$ cat config.mk
export PLATFORM = sky130hd
export DESIGN_NAME = fast_corner_collect
export DESIGN_NICKNAME = d
export VERILOG_FILES = /design/src/rtl/fast_corner_collect.sv
export SDC_FILE = /design/constraint.sdc
export NUM_CORES = 1
export LEC_CHECK = 0
export CAP_MARGIN = 20
export CORE_ASPECT_RATIO = 0.7
export CORE_UTILIZATION = 45
export CTS_CLUSTER_SIZE = 14
export DETAILED_ROUTE_END_ITERATION = 12
export PLACE_DENSITY = 0.66
export SYNTH_ARGS = -nofsm -noshare
export SYNTH_HDL_FRONTEND = slang
export SYNTH_SLANG_ARGS = --single-unit
$ cat constraint.sdc
create_clock -name c -period 12.22 [get_ports c]
set_clock_uncertainty 0.05 [all_clocks]
set_input_delay 1.833 -clock c [delete_from_list [all_inputs] [get_ports c]]
set_output_delay 1.833 -clock c [all_outputs]
set_load 0.02 [all_outputs]
$ cat src/rtl/fast_corner_collect.sv
// fast_corner_collect: FAST corner record collector.
// Tracks window-centre coordinates, packs accepted corners as {y, x, score},
// buffers them in a FIFO and latches per-frame accept/drop counts at sof.
// Ports: c/r clock and sync active-high reset; sof start-of-frame;
//   sv/qv/q score strobe, corner flag, score; ov/ordy/od record output
//   handshake; frame_done/frame_corners/frame_drops frame statistics.
// Optional: define FAST_CORNER_NMS_EN for 1-D horizontal non-max suppression.
module fast_corner_collect #(
    parameter int XW          = 11,
    parameter int YW          = 10,
    parameter int WIDTH       = 1280,
    parameter int X_OFS       = 3,
    parameter int Y_OFS       = 3,
    parameter int DEPTH       = 16,
    parameter int MAX_CORNERS = 1023
) (
    input  logic             c,
    input  logic             r,
    input  logic             sof,
    input  logic             sv,
    input  logic             qv,
    input  logic [7:0]       q,
    output logic             ov,
    input  logic             ordy,
    output logic [YW+XW+7:0] od,
    output logic             frame_done,
    output logic [15:0]      frame_corners,
    output logic [15:0]      frame_drops
);

    localparam int RW = YW + XW + 8;
    localparam int AW = $clog2(DEPTH);

    function automatic logic [15:0] sat_inc(input logic [15:0] v,
                                            input logic inc);
        return (inc && v != 16'hffff) ? v + 16'd1 : v;
    endfunction

    logic [XW-1:0] col, bcol, ncol, cx;
    logic [YW-1:0] row, brow, nrow, cy;
    logic          last;
    logic [RW-1:0] cur_rec, rec;
    logic          req, push, drop, pop, full, cap_ok, stale;
    logic [15:0]   acc, drp, bacc, bdrp;
    logic [AW:0]   wp, rp, cnt;
    logic [RW-1:0] mem [DEPTH];

    // sof zeroes the frame state ahead of a coincident sv, so the
    // b* values are what the current strobe actually sees.
    always_comb begin
        bcol    = sof ? '0 : col;
        brow    = sof ? '0 : row;
        bacc    = sof ? '0 : acc;
        bdrp    = sof ? '0 : drp;
        last    = (bcol == XW'(WIDTH - 1));
        ncol    = last ? '0 : bcol + 1'b1;
        nrow    = last ? brow + 1'b1 : brow;
        cx      = bcol + XW'(X_OFS);
        cy      = brow + YW'(Y_OFS);
        cur_rec = {cy, cx, q};
    end

`ifdef FAST_CORNER_NMS_EN
    logic          held_v;
    logic [7:0]    held_s, held_l, prev_s, cur_s, left;
    logic [RW-1:0] held_rec;
    logic          bheld, rel_h, rel_e;

    // Row start has no left neighbour; non-corners score 0.
    always_comb begin
        bheld = held_v & ~sof;
        cur_s = qv ? q : 8'd0;
        left  = (bcol == '0) ? 8'd0 : prev_s;
        rel_h = sv & bheld & (held_s >= held_l) & (held_s > cur_s);
        rel_e = sv & qv & last & (q >= left);
        req   = rel_h | rel_e;
        rec   = rel_h ? held_rec : cur_rec;
        stale = held_v;
    end

    // Every sv consumes the held candidate, released or suppressed.
    always_ff @(posedge c) begin
        if (r) begin
            held_v   <= 1'b0;
            held_s   <= '0;
            held_l   <= '0;
            held_rec <= '0;
            prev_s   <= '0;
        end else if (sv) begin
            held_v   <= qv & ~last;
            held_s   <= q;
            held_l   <= left;
            held_rec <= cur_rec;
            prev_s   <= cur_s;
        end else if (sof) begin
            held_v   <= 1'b0;
        end
    end
`else
    always_comb begin
        req   = sv & qv;
        rec   = cur_rec;
        stale = 1'b0;
    end
`endif

    // Full uses pre-pop occupancy: a same-cycle pop does not make room.
    always_comb begin
        cnt    = wp - rp;
        full   = (cnt == (AW+1)'(DEPTH));
        cap_ok = (32'(bacc) < 32'(MAX_CORNERS));
        push   = req & ~full & cap_ok;
        drop   = req & ~push;
        ov     = (wp != rp);
        pop    = ov & ordy;
        od     = ov ? mem[rp[AW-1:0]] : '0;
    end

    always_ff @(posedge c) begin
        if (push)
            mem[wp[AW-1:0]] <= rec;
    end

    always_ff @(posedge c) begin
        if (r) begin
            col           <= '0;
            row           <= '0;
            acc           <= '0;
            drp           <= '0;
            wp            <= '0;
            rp            <= '0;
            frame_done    <= 1'b0;
            frame_corners <= '0;
            frame_drops   <= '0;
        end else begin
            frame_done <= sof;
            if (sof) begin
                frame_corners <= acc;
                frame_drops   <= sat_inc(drp, stale);
            end
            if (sv) begin
                col <= ncol;
                row <= nrow;
            end else if (sof) begin
                col <= '0;
                row <= '0;
            end
            acc <= sat_inc(bacc, push);
            drp <= sat_inc(bdrp, drop);
            if (push)
                wp <= wp + 1'b1;
            if (pop)
                rp <= rp + 1'b1;
        end
    end

endmodule
=== Word level (Yosys, flattened, before mapping) ===
Memory sizes are Yosys's and may differ from the RTL's. A register that Yosys moved wholly into a read port is not among the register bits.
Cells that the tools add are included.

* Register bits after elaboration: 96
* Word-level logic and storage cells: 49
* RAM bits: 464
* Output and inout bits: 63
* Memories: 1

{| class="wikitable"
|+ Memories
! name !! depth !! width !! rd ports !! clocked after Yosys merged registers in !! wr ports !! RTL line !! source
|-
| mem || 16 || 29 || 1 || 1 || 1 || 46 || <nowiki>logic [RW-1:0] mem [DEPTH];</nowiki>
|}

* $lt $le $gt $ge: 1
* Equality and inequality tests: 5
* Reduce and logical (&&, ||, !) cells: 2
* Bitwise operators: 7
* Mux-type cells: 15
* Add/sub/neg operators: 9

{| class="wikitable"
|+ Operators with widths
! operator !! count
|-
| two-way mux 16 bit || 4
|-
| two-way mux 11 bit || 3
|-
| adder 16 x 1 -> 16 bit (second input constant) || 2
|-
| inequality test 16 bit (second input constant) || 2
|-
| two-way mux 10 bit || 3
|-
| two-way mux 29 bit || 1
|-
| < comparator 16 x 10 -> 1 bit (second input constant) || 1
|-
| adder 11 x 1 -> 11 bit (second input constant) || 1
|-
| adder 11 x 2 -> 11 bit (second input constant) || 1
|-
| equality test 11 bit (second input constant) || 1
|-
| adder 10 x 1 -> 10 bit (second input constant) || 1
|-
| adder 10 x 2 -> 10 bit (second input constant) || 1
|-
| adder 5 x 1 -> 5 bit (second input constant) || 2
|-
| two-way mux 4 bit || 2
|-
| AND 1 bit || 5
|-
| equality test 5 bit (second input constant) || 1
|-
| inequality test 5 bit || 1
|-
| subtractor 5 bit || 1
|-
| logical AND 1 bit || 2
|-
| two-way mux 1 bit || 2
|-
| inverter 1 bit || 2
|}

=== Longest topological paths before layout ===
Gate-level depths: netlist of the first run.

* Depth after elaboration: 9
* Gate-level depth with buffers: 12
* Depth with buffers taken out: 11

=== Least setup slack after synthesis of the first run ===
OpenSTA, ideal clock, no wires.

* Path type: input to register
* Start: input sof
* End: memory mem[0][0] in the netlist's numbering, enable pin
* Data arrival time: 5,744 ps
* Setup slack: 5,975 ps
* Data required time: 11,719 ps
* Library setup time: 451 ps
* Path buffers: 4
* Stages: 10
* Path through: clkbuf_1 > clkbuf_1 > buf_2 > nor2b_1 > ha_1 > a311oi_4 > and2_1 > buf_4 > nand2_1 > nor3_1

* Word-level cells in the longest chain between the ends: 5

{| class="wikitable"
|+ Ends and longest elaborated chain
! element !! RTL line !! source
|-
| start, declared || 19 || <nowiki>input logic sof,</nowiki>
|-
| two-way mux 16 bit || 53 || <nowiki>bacc = sof ? '0 : acc;</nowiki>
|-
| < comparator 16 x 10 -> 1 bit || 111 || <nowiki>cap_ok = (32'(bacc) < 32'(MAX_CORNERS));</nowiki>
|-
| AND 1 bit || 112 || <nowiki>push = req & ~full & cap_ok;</nowiki>
|-
| two-way mux 1 bit || 120 || <nowiki>if (push)</nowiki>
|-
| two-way mux 1 bit (not written as such) || 121 || <nowiki>mem[wp[AW-1:0]] <= rec;</nowiki>
|-
| end, declared || 46 ||
|}

No other way between the ends.

==> metrics.md, run 1 <==
| Metric | Value |
|---|---|
| Area after DPL | 0.0240 mm² |
| Die area | 0.0507 mm² |
| DR vias | 11.4k |
| H-tree levels | 2 |
| Global-route wire length before repair | 69400 µm |
| R2R Setup Slk | 8210 ps |
| Hold buffer count at cts | 0 |
| HP Class | reg -> reg |
| Least-Margin Pin Slew | 1100 ps |
| Crit Path Class | reg -> out |
| Layout area overhead | 15.0% |
| PortBufs | 76 |
| Initial Util | 45.5% |
| Sequential area share after synthesis | 71.1% |
| Clk pwr share | 36.9% |
| Synth cell count leaders | edfxtp_1 (464), mux4_2 (145), dfxtp_1 (100), nor2_1 (100), nor2b_1 (51) |
| Core Rows | 68 |
| Most common cell in the netlist | edfxtp_1 |
| Async SR Flop Fraction | 0% |
| Vias in the first global route | 11.4k |
| Post-Syn Area | 0.0224 mm² |
| Yosys reg bits | 564 |
| Largest net degree at the start of global routing | 97 |
| Switching part of the total | 23.6% |
| Initial antenna violation count | 1 |
| Drc violations | 0 |
| Critical path startpoint category | register |
| Syn Inst Count | 1246 |
| Maximum vdd drop | 0.129 mV |
| Routability congestion estimate | 0.807 |
| Syn_nets | 1275 |
| Net Sw Power | 0.988 mW |
| Post-Place Worst Slack | 5680 ps |
| Max FO, Critical Path | 71 |
| CTS Sinks | 564 |
| DR pass1 iterations | 5 |
| Total CTS buffers | 53 |
| Skew-Pair Late Insertion Delay | 590 ps |
| Die Y | 189 µm |
| Area contributors post-synth | edfxtp_1 (62%), mux4_2 (15%), dfxtp_1 (8.9%) |
| Final #Nets | 1373 |
| Combinational power share | 12.7% |
| Setup TNS | 0 ps |
| Compound-Gate Fraction of Synth Area | 1.72% |
| Ys Warns | 0 |
| Final Max Tran Viols | 0 |
| Wire length per cell | 21.9 µm |
| Post-CTS Resized | 0 |
| Average size of a mapped cell | 18.0 µm² |
| Worst setup EP type | primary output |
| WP data required | 10340 ps |
| Synth cell types | 51 |
| Synth area leader | edfxtp_1 |
| Pint | 3.20 mW |
| Unrepaired setup endpoints after global routing | no |
| Core area | 0.0493 mm² |
| Dominant synthesized flop cell | edfxtp_1 |
| Leakage Power | 7.96 nW |
| Hpwl dp | 25400 µm |
| Layout cells sized above 1 | 20.5% |
| Total wire length | 45000 µm |
| Largest family of logic cells by synthesized area | multiplexers |
| Io pins | 77 |
| WP data arrival | 4070 ps |
| Max clock buf depth | 3 |
| Synth Area in Adders | 0.837% |
| Congestion Overflow GR | 0 |
| Final Hold Fails | 0 |
| Setup bufs post-CTS | 0 |
| Total power | 4.19 mW |
| Vias per cell | 5.54 |
| Worst Hold Margin | 444 ps |
| Final setup violation count | 0 |
| Min cycle time layout | 5960 ps |
| Status | finished, final reports clean |
| Antenna-violating nets left | 0 |
| Relative slew slack | 26.5% |
| Clk slew on worst S/H paths | 60 ps |
| Final period util | 48.7% |
| Fmax | 168 MHz |
| Max Cap Violations | 0 |
| Number of synthesized flops with an enable pin | 464 |
| CTS tree | built |
| Fill cells | 3803 |
| DIE WIDTH | 269 µm |
| Synth Area in Simple Gates | 6.62% |
| Overall Global Routing Usage | 18.3% |
| Sequential Power Share | 50.4% |
| Starting DRT DRC Count | 845 |
| Synth Area in XOR/XNOR | 1.75% |
| Final instance area | 0.0258 mm² |
| # diodes | 0 |
| Post-synth top area share | 62.2% |
| Multiplexer area fraction after synthesis | 16.4% |
| Clock Tree Root | clkbuf_16 |
| Post-route setup slack | 6260 ps |
| Power Density | 162 mW/mm² |
## worst paths after layout
kind,startpoint,cells after the start,to
hold / removal,frame_drops[3],2,frame_drops[3]
setup / recovery,register,5,od[8]
hold reg to reg,frame_drops[3],2,frame_drops[3]
setup reg to reg,wp[2],8,mem[9][27]
## sequential cells by signal (all words and copies together), names as in the netlist, named ones only
name / cells
acc: 16
col: 11
drp: 16
frame_corners: 16
frame_done: 1
frame_drops: 16
mem: 464
row: 10
rp: 5
wp: 5
## cells in the final DEF (no fill, tap or decap), types with 21 or more instances in the layout
cell / instances
clkbuf_16: 53
mux4_2: 145
o21ai_0: 21
xnor2_1: 29
nor2b_1: 51
nor2_1: 88
nand2_1: 44
a21oi_1: 28
dfxtp_1: 96
clkdlybuf4s50_1: 74
buf_4: 22
mux2i_1: 39
edfxtp_1: 464
## power groups by stage
stage / clock, mW / combinational, mW / sequential [mW]
3_3_place_gp: 0 / 0.536 / 2.15
3_5_place_dp: 0 / 0.540 / 2.15
4_1_cts: 1.58 / 0.543 / 2.11
2_1_floorplan: 0 / 0.382 / 2.13
5_1_grt: 1.66 / 0.572 / 2.11
6_report: 1.54 / 0.533 / 2.11
## critical path, cell delays in order (launching register included)
cell             delay (ps)
dfxtp_4                 790
buf_4                   930
mux4_2                  420
mux4_2                  560
nor2b_1                 160
clkdlybuf4s50_1         550
## per-layer routing
layer	vias up	part of all wire [%]	GRT usage (%)	routed length, µm
met4	0	1.2	3.67	558
li1	5108	-	-	-
met5	-	0	0	0
met2	269	47	27.8	21000
met3	42	5.1	2.97	2290
met1	5950	47	27.9	21100
## logic make-up (layout without fill, tap and decap cells)
family | Yosys count | in the layout
AO/OA/AOI/OAI | 64 | 64
XOR/XNOR | 44 | 44
adder cells (fa/ha/maj) | 15 | 15
buffers and inverters | 80 | 222
flip-flops | 564 | 564
multiplexers | 186 | 186
AND/OR/NAND/NOR | 293 | 293
## stage by stage
step	std cells	utilization [%]
final	2053	52.3
after global routing	2053	52.3
after CTS	2042	52.0
after detailed placement	1943	48.7
after global placement	1941	48.7
after floorplan	1246	-
## layout make-up
cell class                      count  area (µm²)  area share (%)
Clock buffer                       66        1390            5.38
Sequential cell                   564       15900            61.8
Multi-Input combinational cell    602        6240            24.2
Tap cell                          665         832            3.23
Clock inverter                     33         253           0.980
Inverter                           19        71.3           0.277
Timing Repair Buffer              104        1050            4.08
(Power assumes the default switching activity.)
==> run 2: changes to the inputs <==
- clock period: 12.22 -> 6.21 ns (I/O delays scaled with it)
==> metrics.md, run 2 (synthesis results as in run 1) <==
| Metric | Value |
|---|---|
| Status | finished, final reports clean |
| Layout area overhead | 15.8% |
| Critical path startpoint category | register |
| Crit path buffers/inverters | 2 |
| Initial antenna violation count | 2 |
| Starting DRT DRC Count | 1136 |
| DR pass1 iterations | 5 |
| WP data arrival | 3760 ps |
| CTS tree | built |
| Skew-Pair Late Insertion Delay | 580 ps |
| Post-CTS Resized | 0 |
| Final #Nets | 1383 |
| HP Class | reg -> reg |
| Final Util | 52.7% |
| Worst setup EP type | primary output |
| Io pins | 77 |
| Global-route wire length before repair | 70200 µm |
| Hpwl dp | 26500 µm |
| Total power | 8.43 mW |
| Most common cell after layout, fill and taps aside | edfxtp_1 |
| Final period util | 76.4% |
| Maximum vdd drop | 0.212 mV |
| Final Hold Fails | 0 |
| Leakage Power | 8.04 nW |
| Largest stage delay, worst path | 760 ps |
| Routability congestion estimate | 0.804 |
| Die Y | 189 µm |
| Relative slew slack | 27.1% |
| Max FFs per register | 464 |
| WP data required | 5230 ps |
| Vias in the first global route | 11.5k |
| Most frequent cells in the layout | edfxtp_1 (464), mux4_2 (145), dfxtp_1 (96), nor2_1 (88), clkdlybuf4s50_1 (74) |
| Layout cells sized above 1 | 21.1% |
| Hold buffer count at cts | 0 |
| H-tree levels | 2 |
| Antenna-violating nets left | 0 |
| Total CTS buffers | 53 |
| CTS Sinks | 564 |
| PortBufs | 76 |
| Clock Tree Root | clkbuf_16 |
| Power Density | 325 mW/mm² |
| Drc violations | 0 |
| Fmax | 211 MHz |
| Congestion Overflow GR | 0 |
| Clk slew on worst S/H paths | 60 ps |
| Least-Margin Pin Slew | 1090 ps |
| Vias per cell | 5.52 |
| Critical path's top delay family | buffers and inverters |
| Crit Path Class | reg -> out |
| Final setup violation count | 0 |
| Most frequent CP cell | mux4_2 |
| CP cell instances | buf_4, mux4_2, mux4_2, nor2b_1, clkdlybuf4s50_1 |
| Wire length per cell | 21.9 µm |
| Post-Place Worst Slack | 1620 ps |
| DR vias | 11.4k |
| Initial Util | 45.5% |
| Min cycle time layout | 4750 ps |
| Final Max Tran Viols | 0 |
| Largest net degree at the start of global routing | 117 |
| Setup TNS | 0 ps |
| Overall Global Routing Usage | 18.4% |
| Max Cap Violations | 0 |
| Max FO, Critical Path | 30 |
| DIE WIDTH | 269 µm |
| Setup bufs post-CTS | 0 |
| Worst Hold Margin | 443 ps |
| Die area | 0.0507 mm² |
| # diodes | 0 |
| Post-route setup slack | 1460 ps |
| Core Rows | 68 |
| Core area | 0.0493 mm² |
| Total wire length | 45100 µm |
| Unrepaired setup endpoints after global routing | no |
| Max clock buf depth | 3 |
| Slowest-stage cell, CP | dfxtp_4 |
==> run 2: cell types whose count changed in the layout (fill, tap and decap cells not counted), sizes merged <==
cell	previous run	this run
buf	29	39
bufinv	2	6
clkbuf	67	64
clkinv	31	23
clkinvlp	0	3
==> run 2: final cells by class <==
type,instances,area [µm²]
clock buffers,63,1410
clock inverters,32,325
fillers,3859,23300
inverters,19,71.3
multi-input cells,602,6240
flip-flops and latches,564,15900
well taps,665,832
repair buffers,114,1130
==> run 2: metal layers <==
metal  GRT usage (%)  vias up  share of wire [%]
met4            3.89        0                1.6
met5               0        -                  0
li1                -     5106                  -
met2            27.5      288                 45
met1            28.2     5913                 47
met3            3.11       58                5.8
==> run 2: path summary, 6_finish.rpt <==
check,from,end,slack (ps),depth (start not counted)
setup / recovery,register,od[10],1460,5
hold reg to reg,frame_drops[0],frame_drops[0],440,2
setup reg to reg,wp[2],mem[5][25],2160,8
hold / removal,frame_drops[0],frame_drops[0],440,2
==> run 2: stage by stage <==
stage                     area [µm²]  instances
after floorplan                22400       1246
after global placement         24100       1955
after detailed placement       24200       1959
after CTS                      25900       2054
after global routing           26000       2059
final                          26000       2059
==> run 2: power breakdown <==
| group | switching [mW] | internal, mW | leakage [nW] | total (mW) |
|---|---|---|---|---|
| Combinational | 0.526 | 0.525 | 2.27 | 1.05 |
| Sequential | 0.0509 | 4.10 | 4.92 | 4.15 |
| Clock | 1.36 | 1.87 | 0.847 | 3.23 |
| Total | 1.94 | 6.49 | 8.04 | 8.43 |
==> run 2: worst register-to-register path, stage by stage (launching register included) <==
cell and delay [ps]:
dfxtp_1 600, ha_1 360, a21oi_1 150, a21bo_2 250, xnor2_2 130, nand4b_2 300
and2_1 530, nand2_1 360, nor2_4 910
